File: config.mk
export PLATFORM = sky130hd
export DESIGN_NAME = mux_share_arb
export DESIGN_NICKNAME = d
export VERILOG_FILES = /design/src/rtl/mux_share_arb.sv
export SDC_FILE = /design/constraint.sdc
export NUM_CORES = 1
export LEC_CHECK = 0
export CELL_PAD_IN_SITES_DETAIL_PLACEMENT = 0
export CELL_PAD_IN_SITES_GLOBAL_PLACEMENT = 1
export CORE_MARGIN = 2
export CORE_UTILIZATION = 27
export CTS_CLUSTER_DIAMETER = 60
export DETAILED_ROUTE_END_ITERATION = 12
export PLACE_DENSITY = 0.71
export SLEW_MARGIN = 20
export SYNTH_ARGS = -nofsm -noshare
export SYNTH_HDL_FRONTEND = slang
export SYNTH_SLANG_ARGS = --single-unit
File: constraint.sdc
create_clock -name clk -period 4 [get_ports clk]
set_clock_uncertainty 0.15 [all_clocks]
set_input_delay 0.8 -clock clk [delete_from_list [all_inputs] [get_ports clk]]
set_output_delay 0.8 -clock clk [all_outputs]
set_load 0.02 [all_outputs]
File: src/rtl/mux_share_arb.sv
// Round-robin arbiter for two requesters sharing one W-bit output channel, with bounded bursts.
// Optional MUX_ARB_LOCK_EN adds a LOCK input that suppresses preemption for atomic transfers.
module mux_share_arb #(
  parameter int W        = 8,
  parameter int MAX_HOLD = 4
) (
  input  logic         clk,
  input  logic         rst_n,
  input  logic         REQ0,
  input  logic         REQ1,
  input  logic [W-1:0] I0,
  input  logic [W-1:0] I1,
`ifdef MUX_ARB_LOCK_EN
  input  logic         LOCK,
`endif
  output logic         GNT0,
  output logic         GNT1,
  output logic         S,
  output logic [W-1:0] OUT,
  output logic         OUT_VALID
);

  typedef enum logic [1:0] {IDLE, G0, G1} state_t;

  localparam logic [7:0] HOLD_LAST = 8'(MAX_HOLD - 1);

  state_t       state_reg, state_next;
  logic         last_reg, last_next;
  logic [7:0]   cnt_reg, cnt_next;
  logic [W-1:0] out_reg;
  logic         out_valid_reg;
  logic         own_port;
  logic         req_own;
  logic         req_oth;
  logic         lock_hold;
  logic         word;

  always_ff @(posedge clk or negedge rst_n) begin
    if (!rst_n) begin
      state_reg <= IDLE;
      last_reg  <= 1'b1;
      cnt_reg   <= 8'd0;
    end else begin
      state_reg <= state_next;
      last_reg  <= last_next;
      cnt_reg   <= cnt_next;
    end
  end

  always_comb begin
    state_next = state_reg;
    last_next  = last_reg;
    cnt_next   = cnt_reg;
    own_port   = (state_reg == G1);
    req_own    = own_port ? REQ1 : REQ0;
    req_oth    = own_port ? REQ0 : REQ1;
`ifdef MUX_ARB_LOCK_EN
    lock_hold  = LOCK;
`else
    lock_hold  = 1'b0;
`endif
    case (state_reg)
      IDLE: begin
        cnt_next = 8'd0;
        // On a tie, last_reg==1 means port 1 was served last, so port 0 wins.
        if (REQ0 && (!REQ1 || last_reg))
          state_next = G0;
        else if (REQ1)
          state_next = G1;
      end
      G0, G1: begin
        if (!req_own) begin
          state_next = req_oth ? (own_port ? G0 : G1) : IDLE;
          last_next  = own_port;
          cnt_next   = 8'd0;
        end else if (lock_hold) begin
          cnt_next = (cnt_reg == HOLD_LAST) ? cnt_reg : cnt_reg + 8'd1;
        end else if (cnt_reg == HOLD_LAST) begin
          // Burst limit reached: hand over if contended, otherwise start a fresh burst.
          if (req_oth) begin
            state_next = own_port ? G0 : G1;
            last_next  = own_port;
          end
          cnt_next = 8'd0;
        end else begin
          cnt_next = cnt_reg + 8'd1;
        end
      end
      default: state_next = IDLE;
    endcase
  end

  assign word = (GNT0 & REQ0) | (GNT1 & REQ1);

  always_ff @(posedge clk or negedge rst_n) begin
    if (!rst_n) begin
      out_reg       <= '0;
      out_valid_reg <= 1'b0;
    end else begin
      out_valid_reg <= word;
      if (word)
        out_reg <= S ? I1 : I0;
    end
  end

  assign GNT0      = (state_reg == G0);
  assign GNT1      = (state_reg == G1);
  assign S         = GNT1;
  assign OUT       = out_reg;
  assign OUT_VALID = out_valid_reg;

endmodule

==> results.ini, run 1 <==
[status]
status = finished, final reports clean

[logic_synthesis]
postSynthAreaPerCell_um2 = 10.29
synth_largest_area_cell = dfrtp_1
net_count_after_synthesis = 138
ys_top_cells_by_count = 19 x dfrtp_1, 12 x nand2_1, 11 x nor2_1, 10 x o21ai_0, 9 x mux2i_1
synth.cell_area_um2 = 1152
ys_seq_area_frac = 0.4354
synth-edff-count = 0
synthMostInstantiatedCell = dfrtp_1
yosys.area.top_type_share = 0.4126
synth_compound_area_frac = 0.09772
yosys_warn_count = 0
synth_top_flop_cell = dfrtp_1
yosys.area_share.xor_xnor = 0.05320
synthTopCellsByArea = dfrtp_1 41%, mux2i_1 7.8%, ha_1 6.5%
synthAdderAreaFrac = 0.06515
dominant_combinational_cell_family_by_area_after_synthesis = simple AND/OR/NAND/NOR gates
post_synthesis_share_of_cell_area_spent_on_and_or_nand_and_nor_gates = 0.1857
synth_cell_types = 31
ys_async_sr_fraction = 1.000
postSynthRegisterBits = 20
synth_cells = 112
multiplexer_fraction_of_the_synthesized_cell_area = 0.1238

[route]
ant_nets = 0
route.detailed.drc = 0
drt_first_iter_violations = 27
viasPerCell = 4.644
detailedRoute.firstPassIterationCount = 4
routed-via-count = 901
detail_route.wirelength_mm = 2.435
wl_per_cell_um = 12.55

[final_layout]
area_delta_synth_final_pct = 35.29
nets = 171
fillers = 404
drive_above_1_share = 0.1042
antenna_cells = 0

[global_routing]
grt_start_max_net_pins = 21
grt_first_pass_wirelength_mm = 4.347
track_usage = 0.1139
antenna_violations_before_repair = 0
number_of_global_route_vias_before_repair = 933
grt_remaining_overflow = 0

[pwr]
power.leakage_nw = 0.6545
power.density_nw_per_um2 = 662.3
ir_worst_vdd_v = 0.0002374
power.total_mw = 1.033

[placed_design]
dp.final_hpwl_mm = 1.918
place.gp.congestion = 0.7276
io_buffer_count = 31

[clock_tree]
worst_skew_pair.late_latency_ps = 250
numCtsBuffers = 3
cts-hold-fix-buffers = 0
cts-resized-gates = 0
cts_tree = done
clock_sinks = 20
ctsRootBufferMaster = clkbuf_8
clock_path_buffers = 2
path_clk_slew_ps = 70
post_cts_buffers = 0
cts.htree.levels = 1

[sta]
final_period_minus_worst_setup_slack_ps = 2540
max_slew.worst_pin.slew_ps = 907.1
highest_clock_frequency_the_design_can_meet_mhz = 393.6
final.setup.tns_ps = 0
grt_setup_unrepaired = false
timing.final.max_slew_violations = 0
final-hold-violation-count = 0
maxSlewHeadroom = 0.3934
finalSetupViolCount = 0
timing.final.crit_share = 0.6351

[worst_setup_path]
worst_path_largest_cell_delay_ps = 620
worst_setup_path_end_kind = output port
critPathArrivalTime_ps = 1590
cpLargestDelayFamily = buffers and inverters
crit_type = reg2out
timing.critical_path.fanout_max = 5
crit_required_ps = 3050
master_of_the_slowest_instance_on_the_critical_path = clkdlybuf4s50_1
critical_path.cell_chain = inv_1 > ha_1 > clkdlybuf4s50_1
worstPathBufferInverterCount = 2
worstSetupStartpointType = flop

[floorplan]
initial_core_util = 0.2840
io-pin-count = 32
die_height_um = 69.33
number_of_rows_created_at_floorplan = 23
die_area_um2 = 4807
fp.coreArea_um2 = 4058
dieWidth_um = 69.33

[min_path]
min-delay-path-class = reg2reg

[job]
drv_cap = 0

==> through the flow <==
stage	worst slack, ps	instances	area (um^2)	util	hold slack [ps]
3_3_place_gp	1449	190	1514	0.3731	312.8
2_1_floorplan	1974	112	1152	-	339.5
6_report	1460	194	1559	0.3842	332.5
3_5_place_dp	1427	190	1514	0.3731	322.4
4_1_cts	1435	194	1559	0.3842	338.7
5_1_grt	1339	194	1559	0.3842	365.1
==> report_power, final <==
group	total, mW	switching (mW)	leakage, nW	internal [mW]
logic	0.583	0.302	0.373	0.281
registers	0.317	0.0438	0.259	0.273
clock network	0.133	0.0623	0.0228	0.0707
total	1.03	0.408	0.654	0.625
==> per-layer routing <==
| layer | global-route usage | wire (um) | up-vias |
|---|---|---|---|
| met5 | 0 | 0 | - |
| met4 | 0.03268 | 21 | 0 |
| li1 | - | - | 448 |
| met3 | 0.03488 | 84 | 2 |
| met2 | 0.2051 | 1323 | 18 |
| met1 | 0.1288 | 1006 | 433 |
==> cells in the final DEF, fill, tap and decap left out, types with 3 or more instances in the layout <==
cell / n
inv_1: 5
xor2_1: 3
nor2_1: 11
nand2_1: 12
mux2i_1: 9
o21ai_0: 10
ha_1: 6
clkdlybuf4s50_1: 31
xnor2_1: 4
dfrtp_1: 19
nand3_1: 3
clkbuf_8: 3
==> worst min-delay path, cell delays in order (launching register included) <==
cell and delay, ps:
dfrtp_1 350, nand2_1 40, o21ai_0 60
==> kinds of logic after synthesis <==
logic type | Yosys count
flip-flops | 20
AND/OR/NAND/NOR | 39
XOR/XNOR | 7
buffers and inverters | 10
multiplexers | 13
AO/OA/AOI/OAI | 17
adder cells (fa/ha/maj) | 6
==> cell type report <==
class	instances	area (um^2)	share of cell area
clock buffers	4	45.04	0.02889
inverters	5	18.77	0.01204
multi-input cells	82	605.6	0.3884
flip-flops and latches	20	501.7	0.3218
well taps	50	62.56	0.04013
repair buffers	33	325.3	0.2087
==> path summary, 6_finish.rpt <==
path / start / to / slack, ps / cells past startpoint
worst min-delay path: OUT[7] / OUT[7] / 330 / 2
worst min register to register: OUT[7] / OUT[7] / 330 / 2
worst max-delay path: state_reg[1] / GNT0 / 1460 / 3
max in group asynchronous: rst_n / OUT[2] / 2240 / 1
worst max register to register: state_reg[0] / state_reg[0] / 1840 / 7
min in group asynchronous: rst_n / OUT[5] / 900 / 1
No activity file was read; power rests on OpenSTA's default activity.
==> inputs of run 2 (changes only) <==
==> constraint.sdc (replaced) <==
create_clock -name clk -period 2.6 [get_ports clk]
set_clock_uncertainty 0.15 [all_clocks]
set_input_delay 0.52 -clock clk [delete_from_list [all_inputs] [get_ports clk]]
set_output_delay 0.52 -clock clk [all_outputs]
set_load 0.02 [all_outputs]
==> run 2 against run 1 <==
- clock-buffer cell count is the same
- first-iteration DRC count shrank 44%
- via count shrank 1.9%
- flip-flop and latch count is the same
- critical path depth is the same
- utilization grew 0.49 points
- final cell count grew 0.52%
- critical path type unchanged
==> results.ini, run 2 (synthesis gave the netlist of run 1 again) <==
[clock_tree]
clock_sinks = 20
ctsRootBufferMaster = clkbuf_8
cts.htree.levels = 1
clock_path_buffers = 2
numCtsBuffers = 3
cts_tree = done
cts-hold-fix-buffers = 0
worst_skew_pair.late_latency_ps = 260
path_clk_slew_ps = 70

[worst_setup_path]
critical_path.cell_chain = inv_1 > ha_2 > clkdlybuf4s50_1
rrSetupSlack_ps = 540
worst_r2r_startpoint = state_reg[0]
cpLargestDelayFamily = buffers and inverters
crit_required_ps = 1930
worstPathBufferInverterCount = 2
worstSetupStartpointType = flop
worst_path_largest_cell_delay_ps = 630
worst_setup_path_end_kind = output port
master_of_the_slowest_instance_on_the_critical_path = clkdlybuf4s50_1
r2r.worst_path.cells = 6
timing.critical_path.fanout_max = 9
critPathArrivalTime_ps = 1730
critical_path.reg2reg.endpoint = state_reg[0]
crit_type = reg2out

[floorplan]
io-pin-count = 32
number_of_rows_created_at_floorplan = 23
die_area_um2 = 4807
fp.coreArea_um2 = 4058
die_height_um = 69.33
dieWidth_um = 69.33
initial_core_util = 0.2840

[sta]
grt_setup_unrepaired = false
maxSlewHeadroom = 0.7235
timing.final.crit_share = 0.9240
final_period_minus_worst_setup_slack_ps = 2402
final.setup.tns_ps = 0
finalSetupViolCount = 0
final-hold-violation-count = 0
hold-worst-slack_ps = 332.5
max_slew.worst_pin.slew_ps = 413.5
highest_clock_frequency_the_design_can_meet_mhz = 416.3
timing.final.max_slew_violations = 0

[global_routing]
number_of_global_route_vias_before_repair = 902
grt_first_pass_wirelength_mm = 4.160
grt_start_max_net_pins = 21
track_usage = 0.1070
grt_remaining_overflow = 0
antenna_violations_before_repair = 0

[route]
viasPerCell = 4.533
route.detailed.drc = 0
routed-via-count = 884
detail_route.wirelength_mm = 2.353
met3RoutedLength_um = 80
met1_length_mm = 1.029
drt_first_iter_violations = 15
ant_nets = 0
met2RoutedLength_mm = 1.223
highest-signal-layer = met4
detailedRoute.firstPassIterationCount = 2
wl_per_cell_um = 12.07

[pwr]
power.density_nw_per_um2 = 1029
power.leakage_nw = 0.6639
ir_worst_vdd_v = 0.0002741

[final_layout]
multiInputGateArea_um2 = 608.1
total_area_of_sequential_cells_um2 = 501.7
layout.cells.most_common_list = 31 x clkdlybuf4s50_1, 19 x dfrtp_1, 12 x nand2_1
nets = 172
fillers = 400
layoutNonFillerInstCount = 195
drive_above_1_share = 0.1241
antenna_cells = 0
mostFrequentLayoutCell = clkdlybuf4s50_1
area_delta_synth_final_pct = 37.02

[min_path]
min-delay-path-class = reg2reg
whs_endpoint = OUT[2]
hold_path_startpoint = OUT[2]
worstHoldPathCells = 2

[status]
status = finished, final reports clean

[placed_design]
io_buffer_count = 31
place.gp.congestion = 0.8199
placed_cells = 191
dp.final_hpwl_mm = 1.861

[job]
drv_cap = 0

## run 2: cell count changes in the layout (fill, tap and decap cells not counted), sizes merged
cell,before,now
buf,2,3
## run 2: worst max path at each step
| stage | startpoint | end | slack, ps | cells past startpoint |
|---|---|---|---|---|
| CTS | state_reg[0] | GNT1 | 80 | 3 |
| global placement | REQ1 | state_reg[0] | 340 | 5 |
| detailed placement | REQ1 | state_reg[0] | 310 | 5 |
| global route | state_reg[0] | GNT1 | 100 | 3 |
| finish | state_reg[0] | S | 200 | 3 |
| floorplan | state_reg[0] | state_reg[0] | 570 | 6 |
## run 2: per-stage QoR
stage	setup WS (ps)	utilization	instance area [um^2]	total power [mW]
3_5_place_dp	307.3	0.3750	1521	1.403
3_3_place_gp	343.8	0.3750	1521	1.388
4_1_cts	81.56	0.3885	1577	1.646
2_1_floorplan	573.6	-	1152	1.082
6_report	197.6	0.3891	1579	1.625
5_1_grt	100.1	0.3891	1579	1.757
## run 2: worst reg2reg max path: cells and delay by family, from the launching register on
family | cells | cell delay (ps)
muxes | 2 | 660
adders and majority gates | 1 | 260
and+or+nand+nor | 2 | 330
buffers and inverters | 1 | 130
DFF | 1 | 420
## run 2: power breakdown
group / switching [mW] / internal [mW] / total, mW
Combinational: 0.463 / 0.439 / 0.901
Clock: 0.101 / 0.135 / 0.236
Sequential: 0.0677 / 0.420 / 0.487
## run 2: timing repair
| action | CTS | global route |
|---|---|---|
| setup buffers | 0 | 0 |
| endpoints found under the setup margin | 0 | 2 |
| resized for setup | 0 | 1 |
## run 2: layer usage
| metal | GRT usage | up-vias |
|---|---|---|
| li1 | - | 449 |
| met1 | 0.1256 | 421 |
| met2 | 0.1880 | 10 |
| met3 | 0.03488 | 4 |
| met4 | 0.02614 | 0 |
| met5 | 0 | - |
## run 2: cell type report
type	instances	share of cell area
tap	50	0.03962
clock buffer	4	0.03487
inverter	5	0.01189
multi-input combinational	82	0.3851
sequential	20	0.3178
timing repair buffer	34	0.2108
